===== src/rtl/wave_pkg.sv =====
// Shared wavetable types and default widths for the ROMs, reader and sequencer.
// Latency: n/a (types and constants only).
// Backpressure: n/a.
package wave_pkg;

  localparam int SAMPLE_W    = 16;
  localparam int WAVE_ADDR_W = 8;
  localparam int PHASE_W     = 24;
  localparam int VOL_W       = 4;

  typedef enum logic [1:0] {
    IDLE  = 2'd0,
    FETCH = 2'd1,
    WAIT  = 2'd2,
    HOLD  = 2'd3
  } wave_state_t;

endpackage


===== src/rtl/wave_scaler.sv =====
// Gate/volume scaling of one signed wavetable sample: (din * volume) >>> VOL_WIDTH.
// Latency: combinational.
// Backpressure: none; the output follows the inputs.
module wave_scaler #(
  parameter int DATA_WIDTH = 16,
  parameter int VOL_WIDTH  = 4
) (
  input  logic                  gate,
  input  logic [VOL_WIDTH-1:0]  volume,
  input  logic [DATA_WIDTH-1:0] din,
  output logic [DATA_WIDTH-1:0] dout
);

  localparam int PW = DATA_WIDTH + VOL_WIDTH + 1;

  logic signed [PW-1:0] din_x;
  logic signed [PW-1:0] vol_x;
  logic signed [PW-1:0] prod;
  logic                 unused_bits;

  // Full-precision product: sample sign-extended, volume zero-extended.
  assign din_x = {{(VOL_WIDTH+1){din[DATA_WIDTH-1]}}, din};
  assign vol_x = {{(DATA_WIDTH+1){1'b0}}, volume};
  assign prod  = din_x * vol_x;

  // Dropping the low VOL_WIDTH bits is an arithmetic shift (floor); the top
  // bit is a pure sign copy because |volume| < 2^VOL_WIDTH.
  assign unused_bits = ^{prod[PW-1], prod[VOL_WIDTH-1:0]};

  // Silence on gate off or zero volume, otherwise the shifted product.
  always_comb begin
    dout = '0;
    if (gate && (volume != '0))
      dout = prod[DATA_WIDTH+VOL_WIDTH-1:VOL_WIDTH];
  end

endmodule


===== src/rtl/wave_reader.sv =====
// Wavetable read controller: phase accumulator -> ROM address -> scaled sample.
// Latency: sample_valid rises 2 edges after the edge that accepts sample_tick.
// Backpressure: sample held until sample_ready; ticks while busy are dropped and flagged on overrun.
module wave_reader
  import wave_pkg::*;
#(
  parameter int DATA_WIDTH  = SAMPLE_W,
  parameter int ADDR_WIDTH  = WAVE_ADDR_W,
  parameter int PHASE_WIDTH = PHASE_W,
  parameter int VOL_WIDTH   = VOL_W
) (
  input  logic                   clk,
  input  logic                   reset_n,
  input  logic                   sample_tick,
  input  logic [PHASE_WIDTH-1:0] freq_word,
  input  logic                   gate,
  input  logic [VOL_WIDTH-1:0]   volume,
  output logic [ADDR_WIDTH-1:0]  rom_addr,
  input  logic [DATA_WIDTH-1:0]  rom_dout,
  output logic [DATA_WIDTH-1:0]  sample_out,
  output logic                   sample_valid,
  input  logic                   sample_ready,
  output logic                   overrun
);

  wave_state_t            state;
  logic [PHASE_WIDTH-1:0] phase;
  logic                   gate_q;
  logic [VOL_WIDTH-1:0]   vol_q;
  logic [DATA_WIDTH-1:0]  scaled;

  // Scaling uses the controls latched with the tick, not the live inputs.
  wave_scaler #(
    .DATA_WIDTH (DATA_WIDTH),
    .VOL_WIDTH  (VOL_WIDTH)
  ) u_scaler (
    .gate   (gate_q),
    .volume (vol_q),
    .din    (rom_dout),
    .dout   (scaled)
  );

  // Sequencer: accept tick, wait out the ROM register, present and hold the sample.
  always_ff @(posedge clk or negedge reset_n) begin
    if (!reset_n) begin
      state        <= IDLE;
      phase        <= '0;
      rom_addr     <= '0;
      sample_out   <= '0;
      sample_valid <= 1'b0;
      overrun      <= 1'b0;
      gate_q       <= 1'b0;
      vol_q        <= '0;
    end else begin
      // Any tick outside IDLE is lost; flag it for exactly one cycle.
      overrun <= sample_tick && (state != IDLE);
      case (state)
        IDLE: begin
          if (sample_tick) begin
            gate_q <= gate;
            vol_q  <= volume;
            if (gate) begin
              rom_addr <= phase[PHASE_WIDTH-1 -: ADDR_WIDTH];
              phase    <= phase + freq_word;
            end else begin
              // Note off restarts the waveform from its first entry.
              rom_addr <= '0;
              phase    <= '0;
            end
            state <= FETCH;
          end
        end
        FETCH: begin
          state <= WAIT;
        end
        WAIT: begin
          sample_out   <= scaled;
          sample_valid <= 1'b1;
          state        <= HOLD;
        end
        HOLD: begin
          if (sample_valid && sample_ready) begin
            sample_valid <= 1'b0;
            state        <= IDLE;
          end
        end
        default: begin
          state <= IDLE;
        end
      endcase
    end
  end

endmodule

===== config.mk =====
export PLATFORM = sky130hd
export DESIGN_NAME = wave_reader
export DESIGN_NICKNAME = d
export VERILOG_FILES = /design/src/rtl/wave_pkg.sv /design/src/rtl/wave_scaler.sv /design/src/rtl/wave_reader.sv
export SDC_FILE = /design/constraint.sdc
export NUM_CORES = 1
export LEC_CHECK = 0
export BUFFER_PORTS_ARGS = -buffer_cell sky130_fd_sc_hd__clkbuf_2
export CORE_ASPECT_RATIO = 1.1
export CORE_MARGIN = 2
export CORE_UTILIZATION = 25
export CTS_CLUSTER_SIZE = 20
export DETAILED_ROUTE_END_ITERATION = 10
export GPL_TIMING_DRIVEN = 0
export PLACE_DENSITY = 0.45
export SLEW_MARGIN = 20
export SYNTH_ARGS = -nofsm -noshare
export SYNTH_HDL_FRONTEND = slang
export SYNTH_SLANG_ARGS = --single-unit

===== constraint.sdc =====
create_clock -name clk -period 4.5 [get_ports clk]
set_clock_uncertainty 0.15 [all_clocks]
set_input_delay 1.35 -clock clk [delete_from_list [all_inputs] [get_ports clk]]
set_output_delay 1.35 -clock clk [all_outputs]
set_load 0.01 [all_outputs]

==> impl_metrics.toml, run 1 <==
[run_status]
status = "complete, but fails checks"
violations = "negative setup slack"

[floorplan]
chipWidth_um = 144
core_um2 = 21300
start_util = 0.254
rows = 56
boundaryPins = 75
die_area_um2 = 22800
dieHeight_um = 158

[cells_and_area]
fill_cells = 2312
fin_nets = 834
area_delta_synth_final_pct = 26.4
regArea_um2 = 1430
insertedDiodeCount = 0
drive_gt1_frac = 0.244
multi_input_area_um2 = 3810
final_util = 0.321

[sta]
post-route-period-util = 1.03
fin_crit_ns = 4.63
finalWorstSetupSlack_ns = -0.133
rsz0062_at_grt = "true"
hold_viol = 0
drv_slew = 0
holdWs_ns = 0.327
worst_pin_slew_ns = 0.706
relSlewSlack = 0.527
setup_violations = 4
max_freq_ghz = 0.216

[placement]
post-dp-hpwl_um = 10900
place_congestion = 0.746
post-place-ws_ns = -0.670
io_buffer_count = 74

[logic_synthesis]
ys.flop_type = "dfrtp_1"
syn_nets = 737
yosys_register_bits = 57
syn_area_um2 = 5400
synth.top_cell.area_share = 0.264
ys_warn_count = 0
post_synth.cell_area_avg_um2 = 9.08
synth_cells = 595
synth_most_common_cell = "inv_1"
synth_commonest_cells = "inv_1, ha_1, nand2_1"
post-synth-top-area-cell = "dfrtp_1"
synth-edff-count = 0
ys_seq_area_frac = 0.264
yosys-top-cells-area = "dfrtp_1, ha_1, fa_1, inv_1, and2_1"
synth-async-reset-ratio = 1.00
yosysUniqueCellTypes = 59

[global_route]
grt_pass1_wl_um = 23300
track_usage = 0.132
antenna_found_initial = 0
grtUsageMet1 = 0.163
grt_max_degree = 41
gr-total-overflow = 0
use_met3 = 0.0206
use_met2 = 0.232
grt_pass1_vias = 4547
busiest_layer = "met2"

[job]
maxCapViolCount = 0

[drt]
drt-initial-drc-count = 130
ant_nets = 0
drt-total-wl_um = 14000
post-route-drc-count = 0
drt_first_pass_iters = 4
via_count = 4382
vias_per_cell = 4.44
avgRoutedWirePerCell_um = 14.2

[cts]
cts_sinks = 57
cts_root_buf = "clkbuf_16"
clock_latency_ns = 0.34
cts-hold-fix-buffers = 0
clockBufferDepth = 2
cts_tree = "built"
cts_made_buffers = 9
cts_htree_levels = 3
cts.clk_slew.worst_paths_ns = 0.06

[worst_setup_path]
start_kind = "input port"
path_cells = "clkbuf_2 -> and2_1 -> ha_1 -> fa_1 -> inv_1 -> fa_1 -> inv_2 -> ha_4 -> a21oi_4 -> nor3b_4 -> a21oi_4 -> a211o_4 -> a211oi_4 -> xnor2_1 -> o22ai_1"
required_ns = 4.55
slowest_stage = "fa_1"
crit_family = "adder cells"
critical-path-max-stage-delay_ns = 0.53
end_kind = "register"
cp_max_fo = 4
arrival_ns = 4.68
crit_buf_inv = 3
worst-setup-path-type = "input port to register"

[power]
cellPowerDensity_nw_per_um2 = 825
vdd_drop_max_mv = 0.253
leakage_nw = 3.41

[min_path]
hp-class = "register to register"
-- per-stage QoR --
step | std cells | cell area (um2) | setup TNS, ns | total power, mW
finish | 987 | 6830 | -0.291 | 5.63
global route | 987 | 6830 | -1.20 | 6.28
CTS | 982 | 6700 | -0.396 | 5.50
detailed placement | 960 | 6290 | -3.89 | 4.58
global placement | 959 | 6260 | -3.98 | 4.59
floorplan | 595 | 5530 | -0.222 | 3.73
-- where the power goes --
group	internal (mW)	switching (mW)
Clock	0.428	0.276
Combinational	1.91	2.15
Sequential	0.717	0.158
-- cell families after synthesis --
logic type	count (synthesis)	synth area share
simple gates	156	0.146
fa+ha+maj	93	0.260
flops	57	0.264
xor+xnor	37	0.0600
compound gates	139	0.182
buf+inv	109	0.0799
mux	4	0.00834
-- tightest hold or removal path, cell delays in order, from the launching register on --
cell and delay, ns:
dfrtp_1 0.34, nand2_1 0.05, o21ai_0 0.06
-- layout by cell type, fill, tap and decap left out, drive strengths merged, types with 6 or more instances in the layout --
cell type / instances
dfrtp: 57
clkinv: 6
nor2: 16
a31oi: 6
clkbuf: 96
buf: 18
ha: 61
o22ai: 15
a22o: 17
nor3: 7
fa: 32
inv: 90
nand2: 63
o21ai: 27
and2: 44
a21o: 17
a21oi: 30
nand3: 8
xor2: 14
xnor2: 23
-- sequential cells by signal, indices dropped and copies added (netlist names) --
register	cells
state	2
overrun	1
sample_out	16
vol_q	4
sample_valid	1
phase	24
gate_q	1
rom_addr	8
-- metal layers --
metal | part of all wire | wire (um) | vias up
met3 | 0.033 | 455 | 15
met2 | 0.50 | 7050 | 61
li1 | - | - | 2203
met5 | 0 | 0 | -
met4 | 0.017 | 235 | 0
met1 | 0.45 | 6230 | 2103
-- path summary, 6_finish.rpt --
kind | from | endpoint | slack (ns) | cells after the start
max in group asynchronous | reset_n | sample_out[8]$_DFFE_PN0P_ | 2.92 | 2
worst max-delay path | rom_dout[5] | sample_out[15]$_DFFE_PN0P_ | -0.13 | 15
worst min register to register | rom_addr[1]$_DFFE_PN0P_ | rom_addr[1]$_DFFE_PN0P_ | 0.33 | 2
min in group asynchronous | reset_n | phase[22]$_DFFE_PN0P_ | 0.77 | 1
worst max register to register | vol_q[3]$_DFFE_PN0P_ | sample_out[15]$_DFFE_PN0P_ | 0.11 | 14
worst min-delay path | rom_addr[1]$_DFFE_PN0P_ | rom_addr[1]$_DFFE_PN0P_ | 0.33 | 2
-- cell type report --
class / count / share of cell area
clock buffer: 9 / 0.0330
buffer: 19 / 0.0139
multi-input combinational: 429 / 0.557
clock inverter: 7 / 0.0104
tap: 290 / 0.0531
timing repair buffer: 86 / 0.0740
inverter: 90 / 0.0495
sequential: 57 / 0.209
-- what timing repair did --
item	CTS	global route
setup buffers	6	5
resized for setup	12	18
pin swaps	12	17
setup endpoints to repair	6	9
Note: power is estimated with default switching activity, not from simulation.
==> inputs of run 2 (changes only) <==
SKIP_CTS_REPAIR_TIMING = 1   (was default)
==> run 2 against run 1 <==
Effect of this change:
- the run still ends with negative setup slack left
- sequential share of layout area barely moved
- sequential power about the same
- combinational power increased by 1%
- first-iteration DRC count grew 11%
- sequential cell count did not move
- die area did not move
- non-clock buffer count is 2 lower
- wire length grew 0.34%
- core utilization is essentially flat
- maximum frequency grew 0.26%
- worst setup slack better by 0.012 ns
- global-route usage shrank 0.13 points
- highest routed layer unchanged
==> impl_metrics.toml, run 2 (synthesis results as in run 1) <==
[cts]
clockBufferDepth = 2
cts_htree_levels = 3
cts_root_buf = "clkbuf_16"
cts_tree = "built"
cts.clk_slew.worst_paths_ns = 0.06
cts_made_buffers = 9
clock_latency_ns = 0.34
cts_sinks = 57

[worst_setup_path]
crit_start = "rom_dout[2]"
required_ns = 4.55
rrSetupSlack_ns = 0.11
start_kind = "input port"
end_kind = "register"
r2r_cells = 16
worst-setup-path-type = "input port to register"
r2r-end = "sample_out[15]$_DFFE_PN0P_"
cp_max_fo = 4
critPathCapture = "sample_out[15]$_DFFE_PN0P_"
timing.rr.start = "vol_q[2]$_DFFE_PN0P_"
arrival_ns = 4.67

[cells_and_area]
drive_gt1_frac = 0.245
multi_input_area_um2 = 3820
insertedDiodeCount = 0
fill_cells = 2317
final_util = 0.320
top_regs = "phase x24, sample_out x16, rom_addr x8"
regArea_um2 = 1430
layout_common_cells = "inv_1, clkbuf_2, nand2_1"
top_register = "phase"
final_cells = 985
design_area_um2 = 6820
final_common_cell = "inv_1"
largest_reg_flops = 24
area_delta_synth_final_pct = 26.3
fin_nets = 832

[placement]
post-place-ws_ns = -0.670
post-dp-hpwl_um = 10900
place_congestion = 0.746
post-place-cells = 960
placed_area_um2 = 6290
io_buffer_count = 74

[sta]
drv_slew = 0
setup_violations = 5
worst_pin_slew_ns = 0.712
holdWs_ns = 0.328
finalWorstSetupSlack_ns = -0.121
relSlewSlack = 0.523
fin_crit_ns = 4.62
post-route-period-util = 1.03
rsz0062_at_grt = "true"
max_freq_ghz = 0.216
hold_viol = 0

[floorplan]
die_area_um2 = 22800
dieHeight_um = 158
boundaryPins = 75
rows = 56
chipWidth_um = 144
start_util = 0.254
core_um2 = 21300

[drt]
drt-total-wl_um = 14000
drt-initial-drc-count = 144
vias_per_cell = 4.46
ant_nets = 0
drt_first_pass_iters = 4
via_count = 4390
post-route-drc-count = 0
avgRoutedWirePerCell_um = 14.2

[global_route]
grt_pass1_vias = 4486
track_usage = 0.131
antenna_found_initial = 0
grt_pass1_wl_um = 23000
grt_max_degree = 41
gr-total-overflow = 0

[run_status]
status = "complete, but fails checks"
violations = "negative setup slack"

[power]
cellPowerDensity_nw_per_um2 = 831
vdd_drop_max_mv = 0.253
leakage_nw = 3.39

[min_path]
hp-class = "register to register"

[job]
maxCapViolCount = 0
run 2: metal layers:
metal  routed length (um)  up-vias  global-route usage
met5                    0        -                   0
met4                  235        0              0.0490
met3                  427       15              0.0206
met2                 7040       58               0.228
met1                 6310     2119               0.162
li1                     -     2198                   -
run 2: power by group:
| part | switching, mW | total [mW] | internal [mW] |
|---|---|---|---|
| Clock | 0.277 | 0.705 | 0.428 |
| Sequential | 0.159 | 0.876 | 0.717 |
| Combinational | 2.16 | 4.09 | 1.93 |
| Total | 2.60 | 5.67 | 3.07 |
run 2: how the worst min path moves through the flow:
stage	start	endpoint	slack, ns	depth (start not counted)
CTS	rom_addr[1]$_DFFE_PN0P_	rom_addr[1]$_DFFE_PN0P_	0.34	2
global route	rom_addr[0]$_DFFE_PN0P_	rom_addr[0]$_DFFE_PN0P_	0.36	2
finish	rom_addr[1]$_DFFE_PN0P_	rom_addr[1]$_DFFE_PN0P_	0.33	2
global placement	rom_addr[0]$_DFFE_PN0P_	rom_addr[0]$_DFFE_PN0P_	0.32	2
detailed placement	rom_addr[1]$_DFFE_PN0P_	rom_addr[1]$_DFFE_PN0P_	0.32	2
floorplan	gate_q$_DFFE_PN0P_	gate_q$_DFFE_PN0P_	0.30	1
run 2: cell type report:
cell class | instances | area share
Buffer | 19 | 0.0139
Clock buffer | 9 | 0.0330
Clock inverter | 7 | 0.0105
Inverter | 90 | 0.0495
Multi-Input combinational cell | 429 | 0.560
Sequential cell | 57 | 0.209
Tap cell | 290 | 0.0532
Timing Repair Buffer | 84 | 0.0704
run 2: critical path, cell delays in order:
cell and delay (ns):
buf_4 0.13, and2_4 0.16, ha_4 0.21, fa_1 0.52
inv_2 0.04, fa_2 0.52, inv_2 0.04, ha_4 0.15
a21o_1 0.22, a21oi_4 0.16, nor3b_4 0.23, a21oi_4 0.10
a211o_4 0.37, a211oi_4 0.24, xnor2_1 0.15, o22ai_1 0.08
run 2: per-stage QoR:
step | TNS (ns) | power, mW
2_1_floorplan | -0.222 | 3.73
3_3_place_gp | -3.98 | 4.59
6_report | -0.340 | 5.67
5_1_grt | -1.31 | 6.31
3_5_place_dp | -3.89 | 4.58
4_1_cts | -0.735 | 5.34
==> inputs of run 3 (changes only) <==
RECOVER_POWER = 50   (was default)
SYNTH_HIERARCHICAL = 1   (was default)
==> run 3 against run 2 <==
Effect of this change:
- clock power is 3.0% lower
- critical path type unchanged
- core utilization is 0.53 points higher
- final area is 8.4% higher
- cell count is 8.3% higher
- maximum frequency is 2.4% higher
- worst hold slack better by 0.0047 ns
- power is 12% higher
- sequential share of layout area is 1.6 points lower
- sequential power is 2.5% higher
- synthesized cell count is 11% higher
- critical endpoint is now sample_out[12]$_DFFE_PN0P_
- the run ends with max-capacitance violations, max-slew violations, negative setup slack left
- via count is 11% higher
==> impl_metrics.toml, run 3 <==
[run_status]
status = "complete, but fails checks"
violations = "max-capacitance violations, max-slew violations, negative setup slack"

[placement]
post-place-cells = 1039
post-dp-hpwl_um = 12500
io_buffer_count = 74
placed_area_um2 = 6780
place_congestion = 0.770

[cts]
clock_latency_ns = 0.33
cts.clk_slew.worst_paths_ns = 0.05
cts_made_buffers = 9
cts_sinks = 57
cts_root_buf = "clkbuf_16"
cts_tree = "built"
clockBufferDepth = 2
cts_htree_levels = 3

[logic_synthesis]
syn_area_um2 = 5750
synth-async-reset-ratio = 1.00
syn_nets = 805
ys_warn_count = 6
synth.top_cell.area_share = 0.248
synth_commonest_cells = "nand2_1, inv_1, ha_1"
post-synth-top-area-cell = "dfrtp_1"
yosysUniqueCellTypes = 57
synth-edff-count = 0
ys_seq_area_frac = 0.248
post_synth.cell_area_avg_um2 = 8.67
yosys-top-cells-area = "dfrtp_1, ha_1, fa_1, nand2_1, and2_1"
yosys_register_bits = 57
ys.flop_type = "dfrtp_1"
synth_cells = 663
synth_most_common_cell = "nand2_1"

[drt]
ant_nets = 0
drt-initial-drc-count = 220
routed-wl-met2_um = 7620
avgRoutedWirePerCell_um = 14.4
drt-met1-wl_um = 6960
drt_first_pass_iters = 4
drt-total-wl_um = 15400
via_count = 4883
vias_per_cell = 4.58
top_layer = "met4"
wl_met3_um = 596
post-route-drc-count = 0

[worst_setup_path]
crit_start = "rom_dout[3]"
r2r-end = "sample_out[12]$_DFFE_PN0P_"
timing.rr.start = "vol_q[2]$_DFFE_PN0P_"
r2r_cells = 15
end_kind = "register"
cp_max_fo = 4
worst-setup-path-type = "input port to register"
arrival_ns = 4.57
required_ns = 4.56
critPathCapture = "sample_out[12]$_DFFE_PN0P_"
rrSetupSlack_ns = 0.20
start_kind = "input port"

[job]
maxCapViolCount = 1

[power]
leakage_nw = 3.52
p_sw_mw = 3.00
switching_share = 0.472
internal-power_mw = 3.37
p_clk_frac = 0.107
cellPowerDensity_nw_per_um2 = 861
vdd_drop_max_mv = 0.294
seqPwrFrac = 0.141
power_frac_comb = 0.752

[cells_and_area]
final_util = 0.326
final_cells = 1067
drive_gt1_frac = 0.285
layout_common_cells = "nand2_1, clkbuf_2, inv_1"
top_regs = "phase x24, sample_out x16, rom_addr x8"
fin_nets = 902
top_register = "phase"
largest_reg_flops = 24
area_delta_synth_final_pct = 28.7
design_area_um2 = 7390
final_common_cell = "nand2_1"

[sta]
finalWorstSetupSlack_ns = -0.0125
drv_slew = 42
post-route-period-util = 1.00
fin_crit_ns = 4.51
setup-tns-final_ns = -0.0125
relSlewSlack = -0.273
worst_pin_slew_ns = 1.91
setup_violations = 1
hold_viol = 0
max_freq_ghz = 0.222
rsz0062_at_grt = "true"

[min_path]
holdPathStages = 2
hp-class = "register to register"

[global_route]
grt_max_degree = 42
gr-total-overflow = 0
track_usage = 0.136
grt_pass1_vias = 5256
grt_pass1_wl_um = 26000
antenna_found_initial = 1

[floorplan]
boundaryPins = 75
core_um2 = 22700
dieHeight_um = 163
start_util = 0.253
die_area_um2 = 24200
rows = 58
chipWidth_um = 149
==> run 3: cell count changes after synthesis, moves of 9 or more <==
cell / delta
a22o_1: -17
inv_1: -14
mux2_2: +16
nand2_1: +21
nor3_1: +12
o21ai_0: +21
o22ai_1: -14
xnor2_1: -9
==> run 3: cells by family (layout without fill, tap and decap cells) <==
logic type	after synthesis	after routing	share of synthesized area
and+or+nand+nor	221	221	0.191
muxes	22	22	0.0429
AOI/OAI and AO/OA	144	144	0.166
buffers and inverters	98	200	0.0644
DFF	57	57	0.248
other	0	2	0
adders and majority gates	93	93	0.244
xor gates and xnor gates	28	28	0.0427
==> run 3: cell type report <==
cell class                 count  area, um2
antenna                        2       5.00
fill                        2415      15300
sequential                    57       1430
clock buffer                   9        225
timing repair buffer          86        489
buffer                        22       87.6
multi-input combinational    508       4430
inverter                      76        285
tap                          300        375
clock inverter                 7       71.3
==> run 3: critical path: stages <==
cell,delay (ns)
buf_8,0.10
and2_4,0.15
ha_4,0.23
fa_1,0.51
inv_2,0.04
fa_1,0.53
inv_2,0.05
ha_4,0.26
a21oi_4,0.14
nand2_2,0.08
or2_4,0.28
and3_4,0.17
nor4_4,0.28
mux2i_1,0.12
mux2_4,0.26
==> run 3: per-stage QoR <==
step,power [mW],hold slack (ns),worst slack [ns]
2_1_floorplan,4.15,0.297,-0.0356
3_3_place_gp,5.17,0.314,-0.457
3_5_place_dp,5.18,0.326,-0.420
4_1_cts,5.90,0.339,-0.0705
5_1_grt,7.08,0.366,-0.136
6_report,6.37,0.333,-0.0125
==> run 3: worst min path at each step <==
| stage | startpoint | end |
|---|---|---|
| 3_5_place_dp | rom_addr[1]$_DFFE_PN0P_ | rom_addr[1]$_DFFE_PN0P_ |
| 4_1_cts | rom_addr[1]$_DFFE_PN0P_ | rom_addr[1]$_DFFE_PN0P_ |
| 2_1_floorplan | gate_q$_DFFE_PN0P_ | gate_q$_DFFE_PN0P_ |
| 6_report | rom_addr[2]$_DFFE_PN0P_ | rom_addr[2]$_DFFE_PN0P_ |
| 5_1_grt | rom_addr[1]$_DFFE_PN0P_ | rom_addr[1]$_DFFE_PN0P_ |
| 3_3_place_gp | rom_addr[7]$_DFFE_PN0P_ | rom_addr[7]$_DFFE_PN0P_ |
==> run 3: power by group through the flow <==
stage	Clock, mW	Sequential, mW	Combinational [mW]
after floorplan	0	0.867	3.29
after global placement	0	0.909	4.26
after detailed placement	0	0.914	4.27
after CTS	0.711	0.905	4.29
after global routing	0.736	0.933	5.41
final	0.684	0.898	4.79
==> run 3: layer usage <==
layer  vias up  GRT usage
li1       2453          -
met1      2342      0.165
met2        71      0.244
met3        17     0.0302
met4         0     0.0307
met5         -          0
